## src/rtl/sha1_pkg.sv

```systemverilog
// Shared constants and state encoding for the SHA-1 message controller.
// The FIPS 180 initial context is kept here so every user agrees on it.
package sha1_pkg;

  localparam int unsigned SHA1_BLOCK_W  = 512;
  localparam int unsigned SHA1_DIGEST_W = 160;

  localparam logic [31:0] SHA1_H0 = 32'h67452301;
  localparam logic [31:0] SHA1_H1 = 32'hEFCDAB89;
  localparam logic [31:0] SHA1_H2 = 32'h98BADCFE;
  localparam logic [31:0] SHA1_H3 = 32'h10325476;
  localparam logic [31:0] SHA1_H4 = 32'hC3D2E1F0;

  localparam logic [SHA1_DIGEST_W-1:0] SHA1_IV = {SHA1_H0, SHA1_H1, SHA1_H2, SHA1_H3, SHA1_H4};

  typedef enum logic [1:0] {
    StIdle  = 2'd0,
    StStart = 2'd1,
    StWait  = 2'd2,
    StOut   = 2'd3
  } sha1_state_e;

endpackage

```

## src/rtl/sha1_ctrl_timer.sv

```systemverilog
// Start-strobe length counter and, with SHA1_CTRL_TIMEOUT_EN defined,
// a watchdog on the core's done flag.
module sha1_ctrl_timer #(
  parameter int unsigned START_CYCLES = 3,
  parameter int unsigned MAX_WAIT     = 127
) (
  input  logic clk_i,
  input  logic rst_i,
  input  logic start_clr_i,
  input  logic start_en_i,
  input  logic wait_en_i,
  output logic start_done_o,
  output logic timeout_o
);

  localparam int unsigned WdW = ($clog2(MAX_WAIT + 1) > 7) ? $clog2(MAX_WAIT + 1) : 7;

  logic [3:0] start_cnt_q, start_cnt_d;

  always_comb begin
    start_cnt_d = start_cnt_q;
    if (start_clr_i) begin
      start_cnt_d = '0;
    end else if (start_en_i) begin
      start_cnt_d = start_cnt_q + 4'd1;
    end
  end

  always_ff @(posedge clk_i) begin
    if (rst_i) begin
      start_cnt_q <= '0;
    end else begin
      start_cnt_q <= start_cnt_d;
    end
  end

  // Fires on the final strobe cycle so the FSM leaves START right after it.
  assign start_done_o = start_en_i && (start_cnt_q == 4'(START_CYCLES - 1));

`ifdef SHA1_CTRL_TIMEOUT_EN
  logic [WdW-1:0] wd_cnt_q, wd_cnt_d;

  always_comb begin
    wd_cnt_d = wd_cnt_q;
    if (!wait_en_i) begin
      wd_cnt_d = '0;
    end else if (!timeout_o) begin
      wd_cnt_d = wd_cnt_q + WdW'(1);
    end
  end

  always_ff @(posedge clk_i) begin
    if (rst_i) begin
      wd_cnt_q <= '0;
    end else begin
      wd_cnt_q <= wd_cnt_d;
    end
  end

  assign timeout_o = wait_en_i && (wd_cnt_q == WdW'(MAX_WAIT - 1));
`else
  logic [WdW-1:0] unused_wd;
  assign unused_wd = WdW'(wait_en_i);
  assign timeout_o = 1'b0;
`endif

endmodule

```

## src/rtl/sha1_msg_ctrl.sv

```systemverilog
// Message sequencer for sha1_block: IV load, start/done handshake, context chaining
// and digest output. Define SHA1_CTRL_TIMEOUT_EN to enable the done watchdog and err.
module sha1_msg_ctrl
  import sha1_pkg::*;
#(
  parameter int unsigned START_CYCLES = 3,
  parameter int unsigned MAX_WAIT     = 127
) (
  input  logic                     clk,
  input  logic                     rst,
  input  logic                     blk_valid,
  output logic                     blk_ready,
  input  logic [SHA1_BLOCK_W-1:0]  blk_data,
  input  logic                     blk_last,
  output logic                     core_start,
  output logic [SHA1_BLOCK_W-1:0]  core_block,
  output logic [SHA1_DIGEST_W-1:0] core_context_in,
  input  logic                     core_done,
  input  logic [SHA1_DIGEST_W-1:0] core_context_out,
  output logic                     digest_valid,
  input  logic                     digest_ready,
  output logic [SHA1_DIGEST_W-1:0] digest,
  output logic                     busy,
  output logic                     err
);

  sha1_state_e              state_q;
  logic                     start_q;
  logic                     first_q;
  logic                     last_q;
  logic                     wait_armed_q;
  logic                     digest_valid_q;
  logic [SHA1_BLOCK_W-1:0]  block_q;
  logic [SHA1_DIGEST_W-1:0] ctx_q;
  logic [SHA1_DIGEST_W-1:0] digest_q;

  logic start_done;
  logic wd_expire;
  logic blk_done;
  logic abort;

  sha1_ctrl_timer #(
    .START_CYCLES(START_CYCLES),
    .MAX_WAIT    (MAX_WAIT)
  ) u_timer (
    .clk_i       (clk),
    .rst_i       (rst),
    .start_clr_i (state_q == StIdle),
    .start_en_i  (state_q == StStart),
    .wait_en_i   (state_q == StWait),
    .start_done_o(start_done),
    .timeout_o   (wd_expire)
  );

  // The core drops done while started, so done is only trusted from the second WAIT cycle.
  assign blk_done = (state_q == StWait) && wait_armed_q && core_done;
  assign abort    = wd_expire && !blk_done;

  always_ff @(posedge clk) begin
    if (rst) begin
      state_q        <= StIdle;
      start_q        <= 1'b0;
      first_q        <= 1'b1;
      last_q         <= 1'b0;
      wait_armed_q   <= 1'b0;
      digest_valid_q <= 1'b0;
      block_q        <= '0;
      ctx_q          <= SHA1_IV;
      digest_q       <= '0;
    end else begin
      unique case (state_q)
        StIdle: begin
          if (blk_valid && blk_ready) begin
            block_q <= blk_data;
            last_q  <= blk_last;
            if (first_q) begin
              ctx_q <= SHA1_IV;
            end
            start_q <= 1'b1;
            state_q <= StStart;
          end
        end
        StStart: begin
          if (start_done) begin
            start_q      <= 1'b0;
            wait_armed_q <= 1'b0;
            state_q      <= StWait;
          end
        end
        StWait: begin
          wait_armed_q <= 1'b1;
          if (blk_done) begin
            ctx_q <= core_context_out;
            if (last_q) begin
              digest_q       <= core_context_out;
              digest_valid_q <= 1'b1;
              first_q        <= 1'b1;
              state_q        <= StOut;
            end else begin
              first_q <= 1'b0;
              state_q <= StIdle;
            end
          end else if (abort) begin
            // Partial message is dropped; the next block restarts from the IV.
            first_q <= 1'b1;
            state_q <= StIdle;
          end
        end
        StOut: begin
          if (digest_valid_q && digest_ready) begin
            digest_valid_q <= 1'b0;
            state_q        <= StIdle;
          end
        end
        default: begin
          state_q <= StIdle;
        end
      endcase
    end
  end

`ifdef SHA1_CTRL_TIMEOUT_EN
  logic err_q;

  always_ff @(posedge clk) begin
    if (rst) begin
      err_q <= 1'b0;
    end else if (abort) begin
      err_q <= 1'b1;
    end
  end

  assign err = err_q;
`else
  assign err = 1'b0;
`endif

  assign blk_ready       = (state_q == StIdle);
  assign busy            = (state_q != StIdle);
  assign core_start      = start_q;
  assign core_block      = block_q;
  assign core_context_in = ctx_q;
  assign digest_valid    = digest_valid_q;
  assign digest          = digest_q;

endmodule

```

## config.mk

```make
export PLATFORM = sky130hd
export DESIGN_NAME = sha1_msg_ctrl
export DESIGN_NICKNAME = d
export VERILOG_FILES = /design/src/rtl/sha1_pkg.sv /design/src/rtl/sha1_ctrl_timer.sv /design/src/rtl/sha1_msg_ctrl.sv
export SDC_FILE = /design/constraint.sdc
export NUM_CORES = 2
export LEC_CHECK = 0
export BUFFER_PORTS_ARGS = -buffer_cell sky130_fd_sc_hd__buf_2
export CORE_AREA = 3 3 588 590
export DETAILED_ROUTE_END_ITERATION = 8
export DIE_AREA = 0 0 591 593
export PLACE_DENSITY = 0.36
export SETUP_SLACK_MARGIN = 0.2
export SLEW_MARGIN = 10
export SYNTH_ARGS = -nofsm -noshare
export SYNTH_HDL_FRONTEND = slang
export SYNTH_HIERARCHICAL = 1
export SYNTH_SLANG_ARGS = --single-unit
```

## constraint.sdc

```tcl
create_clock -name clk -period 2.1 [get_ports clk]
set_clock_uncertainty 0.05 [all_clocks]
set_input_delay 0.315 -clock clk [delete_from_list [all_inputs] [get_ports clk]]
set_output_delay 0.315 -clock clk [all_outputs]
set_load 0.005 [all_outputs]
```

Yosys cells after proc, flatten, opt, wreduce, memory -nomap -nowiden --
Index checks and enable logic that the tools add are counted.
Storage, ports and cells: register bits 843, bits of input ports 678
Operators by class: muxes and demuxes 19, reductions and logical operators 20, eq/ne operators 10, $add $sub $neg 1
Operators by type and width (count):
- 160-bit 2-to-1 mux | 3
- 160-bit case mux with 2 select lines | 1
- 4-bit AND reduction | 3
- 2-bit 2-to-1 mux | 5
- 2-bit nonzero test | 5
- 2-bit != test, second input constant | 4
- 2-bit case mux with 4 select lines | 1
- 1-bit 2-to-1 mux | 6
- 1-bit case mux with 2 select lines | 3
- 2-bit AND reduction | 3
- 3-bit AND reduction | 2
- 1-bit logical AND | 5
- 4-bit by 1-bit adder with 4-bit output, second input constant | 1
- 2-bit equality test, second input constant | 2
- 4-bit by 2-bit equality test with 1-bit output, second input constant | 1
- 2-bit by 1-bit != test with 1-bit output, second input constant | 2
- 2-bit by 1-bit equality test with 1-bit output, second input constant | 1
- 2-bit logical NOT | 1
- 2-bit OR reduction | 1

Depth between registers and ports, before layout --
word-level depth 5, depth in mapped cells 7, gate-level depth less buffers 6

Cells and area by module --
Netlist, hierarchy kept.
Modules (own cells, without submodules):
- sha1_msg_ctrl | times used 1, seq. area each 16796.1 µm², area each 30878.4 µm², cells each 3700
- sha1_ctrl_timer | times used 1, seq. area each 80.1 µm², area each 211.5 µm², cells each 21

Least setup slack after synthesis --
Ideal clock, no wire load.
path kind register to register, from register state_q[1], to register state_q[1], path slack 0.297 ns, cell stages (with the launch flop) 8, setup time 0.059 ns, data required time 1.991 ns, arrival time 1.694 ns, cell sequence dfxtp_1 -> buf_2 -> buf_1 -> nor2_1 -> nor4bb_1 -> a21oi_1 -> a21oi_1 -> o31a_1
On the way: elaborated cells on any way between the ends 14, those cells by class eq/ne: 7; mux: 1; reduce/logical: 6
RTL lines:
- start, declared | line sha1_msg_ctrl.sv:27 | sha1_state_e state_q;
- start signal, assigned | line sha1_msg_ctrl.sv:61 | state_q <= StIdle;
- start signal, assigned | line sha1_msg_ctrl.sv:80 | state_q <= StStart;
- start signal, assigned | line sha1_msg_ctrl.sv:87 | state_q <= StWait;
- 2-bit by 1-bit equality test with 1-bit output | line sha1_msg_ctrl.sv:49 | .start_en_i (state_q == StStart),
- 1-bit logical AND | line sha1_ctrl_timer.sv:38 | assign start_done_o = start_en_i && (start_cnt_q == 4'(START_CYCLES - 1));
- named net start_done | line sha1_msg_ctrl.sv:37 | logic start_done;
- 2-bit != test (no line)
- 4-bit AND reduction (no line)
The timed path passes the listed nets, and every way through them passes these cells. A chain may end at the register's enable or synchronous reset.

Final worst setup path --
from register state_q[1], to register block_q[120] (netlist: core_block[120])
On the way: word-level cells in the longest chain between the ends 3
Ends and longest elaborated chain:
- 2-bit logical NOT * | line sha1_msg_ctrl.sv:71, sha1_msg_ctrl.sv:138
- 1-bit logical AND | line sha1_msg_ctrl.sv:73 | if (blk_valid && blk_ready) begin
- 2-bit AND reduction (no line) *
- end signal, assigned | line sha1_msg_ctrl.sv:74 | block_q <= blk_data;
- end, declared | line sha1_msg_ctrl.sv:33 | logic [SHA1_BLOCK_W-1:0] block_q;
Mark *: on every way between the ends. The rest lies on a longest branch, timed or not.

==> results by group <==
Setup path
  • Critical path arrival: about 2.7 ns
  • Family with the most delay on the worst path: buffers and inverters
  • Element type at the critical path start: register
  • Critical path's most frequent cell: buf_4
  • Crit path buffers/inverters: 6
  • Setup crit end kind: register
  • Type of the setup path with the least slack: register to register
  • Maximum net fanout on the critical path: 8
  • Critical-path top delay cell: dfxtp_4
  • Data required time of the critical path: approximately 2.8 ns
  • Cell chain of the critical path: buf_4 > nor3b_4 > buf_8 > buf_16 > clkbuf_16 > buf_4 > buf_6 > nand2_1 > a21oi_1
  • Worst stage delay on the critical path: ~0.35 ns
  • Flop-to-flop setup slack: ~0.070 ns

Logic synthesis
  • Syn_nets: 4,401
  • Adder and majority cell fraction of the synthesized area: 0.0008049
  • Area fraction in and, or, nand and nor cells after synthesis: 0.2013
  • Top flip-flop cell by instance count after synthesis: dfxtp_1
  • Register area share after synthesis: 0.5428
  • Leading area contributor after synthesis: dfxtp_1
  • Fraction of registers with async set/reset: 0
  • Synth warnings: 6
  • Synth top area share: 0.5428
  • Post-Synthesis Cells: roughly 3,700
  • Number of library cell types mapped by synthesis: 40
  • Synth Cell Area: ~31,000 um2
  • Number of synthesized register bits: 843
  • Largest family of logic cells by synthesized area: simple AND/OR/NAND/NOR gates
  • Synth Area in Compound Gates: 0.1384
  • Number of flops mapped to enable cells by yosys: 0
  • Mean instance size in the synthesized netlist: 8.355 um2
  • Area share of xor/xnor cells in the synthesized design: 0.0002817
  • Cell types occupying the most area after synthesis: dfxtp_1 54%, nand2_1 13%, a21oi_1 11%, mux2i_1 5.2%, nand3_1 2.6%
  • Multiplexer share of the synthesized area: 0.05188

Cells and area
  • Highest-count cells in the layout ignoring fill and taps: 1,341 x buf_2, 1,051 x nand2_1, 809 x dfxtp_1, 677 x dlygate4sd3_1, 620 x a21oi_1
  • Final core area utilization: 0.1708
  • Synthesis-to-layout area growth: 86.98%
  • Post-layout net count: between 6,000 and 7,000
  • Fill cell total of the finished layout: a little under 40,000
  • Sequential cell area in the final layout: between 15,000 and 20,000 um2
  • Fraction of final layout cells with drive strength greater than 1: 0.3503
  • Multi-input combinational cell area: roughly 13,000 um2
  • Most common library cell in the layout ignoring fill and taps: buf_2

Clock tree
  • Clock network latency to the later pin of the worst-skew pair: roughly 0.83 ns
  • Clock H-tree levels: 3
  • Clock edge transition at the registers on the reported setup and hold paths: 0.06 ns
  • Maximum number of buffers from clock root to sink: 4
  • Clock sink count: around 840
  • Inserted Clock Buffers: between 100 and 150
  • Clock tree from TritonCTS: yes
  • CTS Root Cell: clkbuf_16

Drt
  • First-pass iteration count of the detailed router: 6
  • Remaining antenna violation count after routing: 0
  • Overall routed net length: a little under 300,000 um
  • Routed via count: between 30,000 and 40,000
  • Detailed-route vias per instance: approximately 3.5
  • Initial DRC count: between 2,000 and 2,500
  • DRC violations left: 0
  • Post-DR wirelength/cell: ~28 um

STA
  • Share of the clock period used by the worst path: 0.9667
  • Total negative slack for setup checks: 0 ns
  • Unrepaired setup endpoints after global routing: yes
  • Final Worst Setup Slack: between 0.06 and 0.07 ns
  • Relative slew margins: 0.4215
  • Pin slew with the least headroom to its limit: 0.8677 ns
  • Max Slew Vio Count: 0
  • Final hold violations: 0
  • Count of endpoints failing setup in the final report: 0
  • Max Fclk: between 0.4 and 0.5 GHz
  • Time the final worst path needs with I/O delays and setup: about 2 ns

Min path
  • Min-Delay Path Class: input port to register

Floorplanning
  • X dimension of the die: between 500 and 600 um
  • Die Outline Area: roughly 350,000 um2
  • Core ar.: 340,300 um2
  • Die Height: ~590 um
  • Placement Rows: 214
  • Starting density of the core: 0.09135
  • I/O pin total: between 1,500 and 2,000

Flow run
  • Max-Cap Viols: 0

GRT
  • Global-route usage over all layers: 0.1517
  • Highest-utilization routing layer at the global route stage: met2
  • Global routing met3 resource utilization: 0.06137
  • Met2 usage: 0.2809
  • Sum of overflow across all layers after global routing: 0
  • Wire length of the first global-routing pass: about 360,000 um
  • Via count of the first global-routing pass: 36,020
  • Antenna violations before repair: 99
  • Largest net degree at the start of global routing: approximately 130
  • M1 GR Usage: 0.1574

Place
  • IO Port Bufs: 1,513
  • DP HPWL: approximately 240,000 um
  • Pre-CTS setup slack: ~0.070 ns
  • Global placement routability congestion: between 0.8 and 0.9

Power
  • Total design power: about 46 mW
  • Worst IR drop on VDD: between 600 and 700 uV
  • Power per cell area: roughly 800 nW/um2
  • Leakage power total: 24.62 nW

Status
  • Outcome: complete, no violations
==> cell families (layout without fill, tap and decap cells) <==
kind of cell,count (synthesis),count (layout)
AO/OA/AOI/OAI,853,853
XOR/XNOR,1,1
adder cells (fa/ha/maj),2,2
buffers and inverters,323,2648
flip-flops,843,843
multiplexers,161,161
other,2,43
AND/OR/NAND/NOR,1536,1536
==> registers in the layout, summed over array words and instances, names as in the netlist <==
register,flops
core_block,512
core_context_in,160
digest,160
u_timer/start_cnt_q,4
state_q,2
core_start,1
digest_valid,1
first_q,1
last_q,1
wait_armed_q,1
==> power by group <==
group          internal, mW  switching, mW
Combinational          3.69           4.84
Clock                  12.1           8.16
Sequential             16.7          0.452
Total                  32.5           13.5
==> timing repair <==
item                                   4_1_cts  5_1_grt
cloned                                       8       49
gates resized for setup                    274      214
hold buffers                               677        0
endpoints found under the hold margin      838        0
pin swaps                                    3       35
setup endpoints to repair                  488      367
buffers inserted                            10       32
==> area by class of cell <==
cell class                      count  area share
Antenna cell                       41    0.001765
Timing Repair Buffer             2446      0.3242
Clock buffer                      156     0.05570
Tap cell                         4536     0.09763
Sequential cell                   843      0.2912
Clock inverter                     41    0.009578
Inverter                            5   0.0004520
Multi-Input combinational cell   2555      0.2195
==> worst paths after layout <==
check | from | to | cells after the start
setup / recovery | state_q[1] | core_block[120] | 9
hold / removal | blk_data[47] | core_block[47] | 4
setup reg to reg | state_q[1] | core_block[120] | 9
hold reg to reg | core_block[133] | core_block[133] | 2
==> per-layer routing <==
metal / vias to the layer above / part of all wire
li1: 16800 / -
met1: 17830 / 0.36
met2: 1623 / 0.51
met3: 391 / 0.095
met4: 30 / 0.033
met5: - / 0.00067
==> synthesized netlist by cell type (10+ instances only) <==
master and n:
clkbuf_1 160, buf_8 10, nand2b_1 83, o21ai_0 161, mux2i_1 160, nor2_1 165
buf_4 63, nand3_1 161, dfxtp_1 843, buf_6 54, a21oi_1 681, buf_2 27
nand2_1 1109
==> worst min-delay path, stage by stage <==
cell,delay (ns)
dlygate4sd3_1,0.52
buf_2,0.12
nand2_1,0.05
a21oi_1,0.05
==> stage by stage <==
step / area (um2) / cells / hold slack (ns)
finish: 58130 / 10620 / 0.2065
global route: 58060 / 10590 / 0.1581
CTS: 55760 / 10500 / 0.09604
detailed placement: 44110 / 9609 / 0.3930
global placement: 44110 / 9609 / 0.3900
floorplan: 31090 / 3721 / 0.3378
No activity file was read; power rests on OpenSTA's default activity.
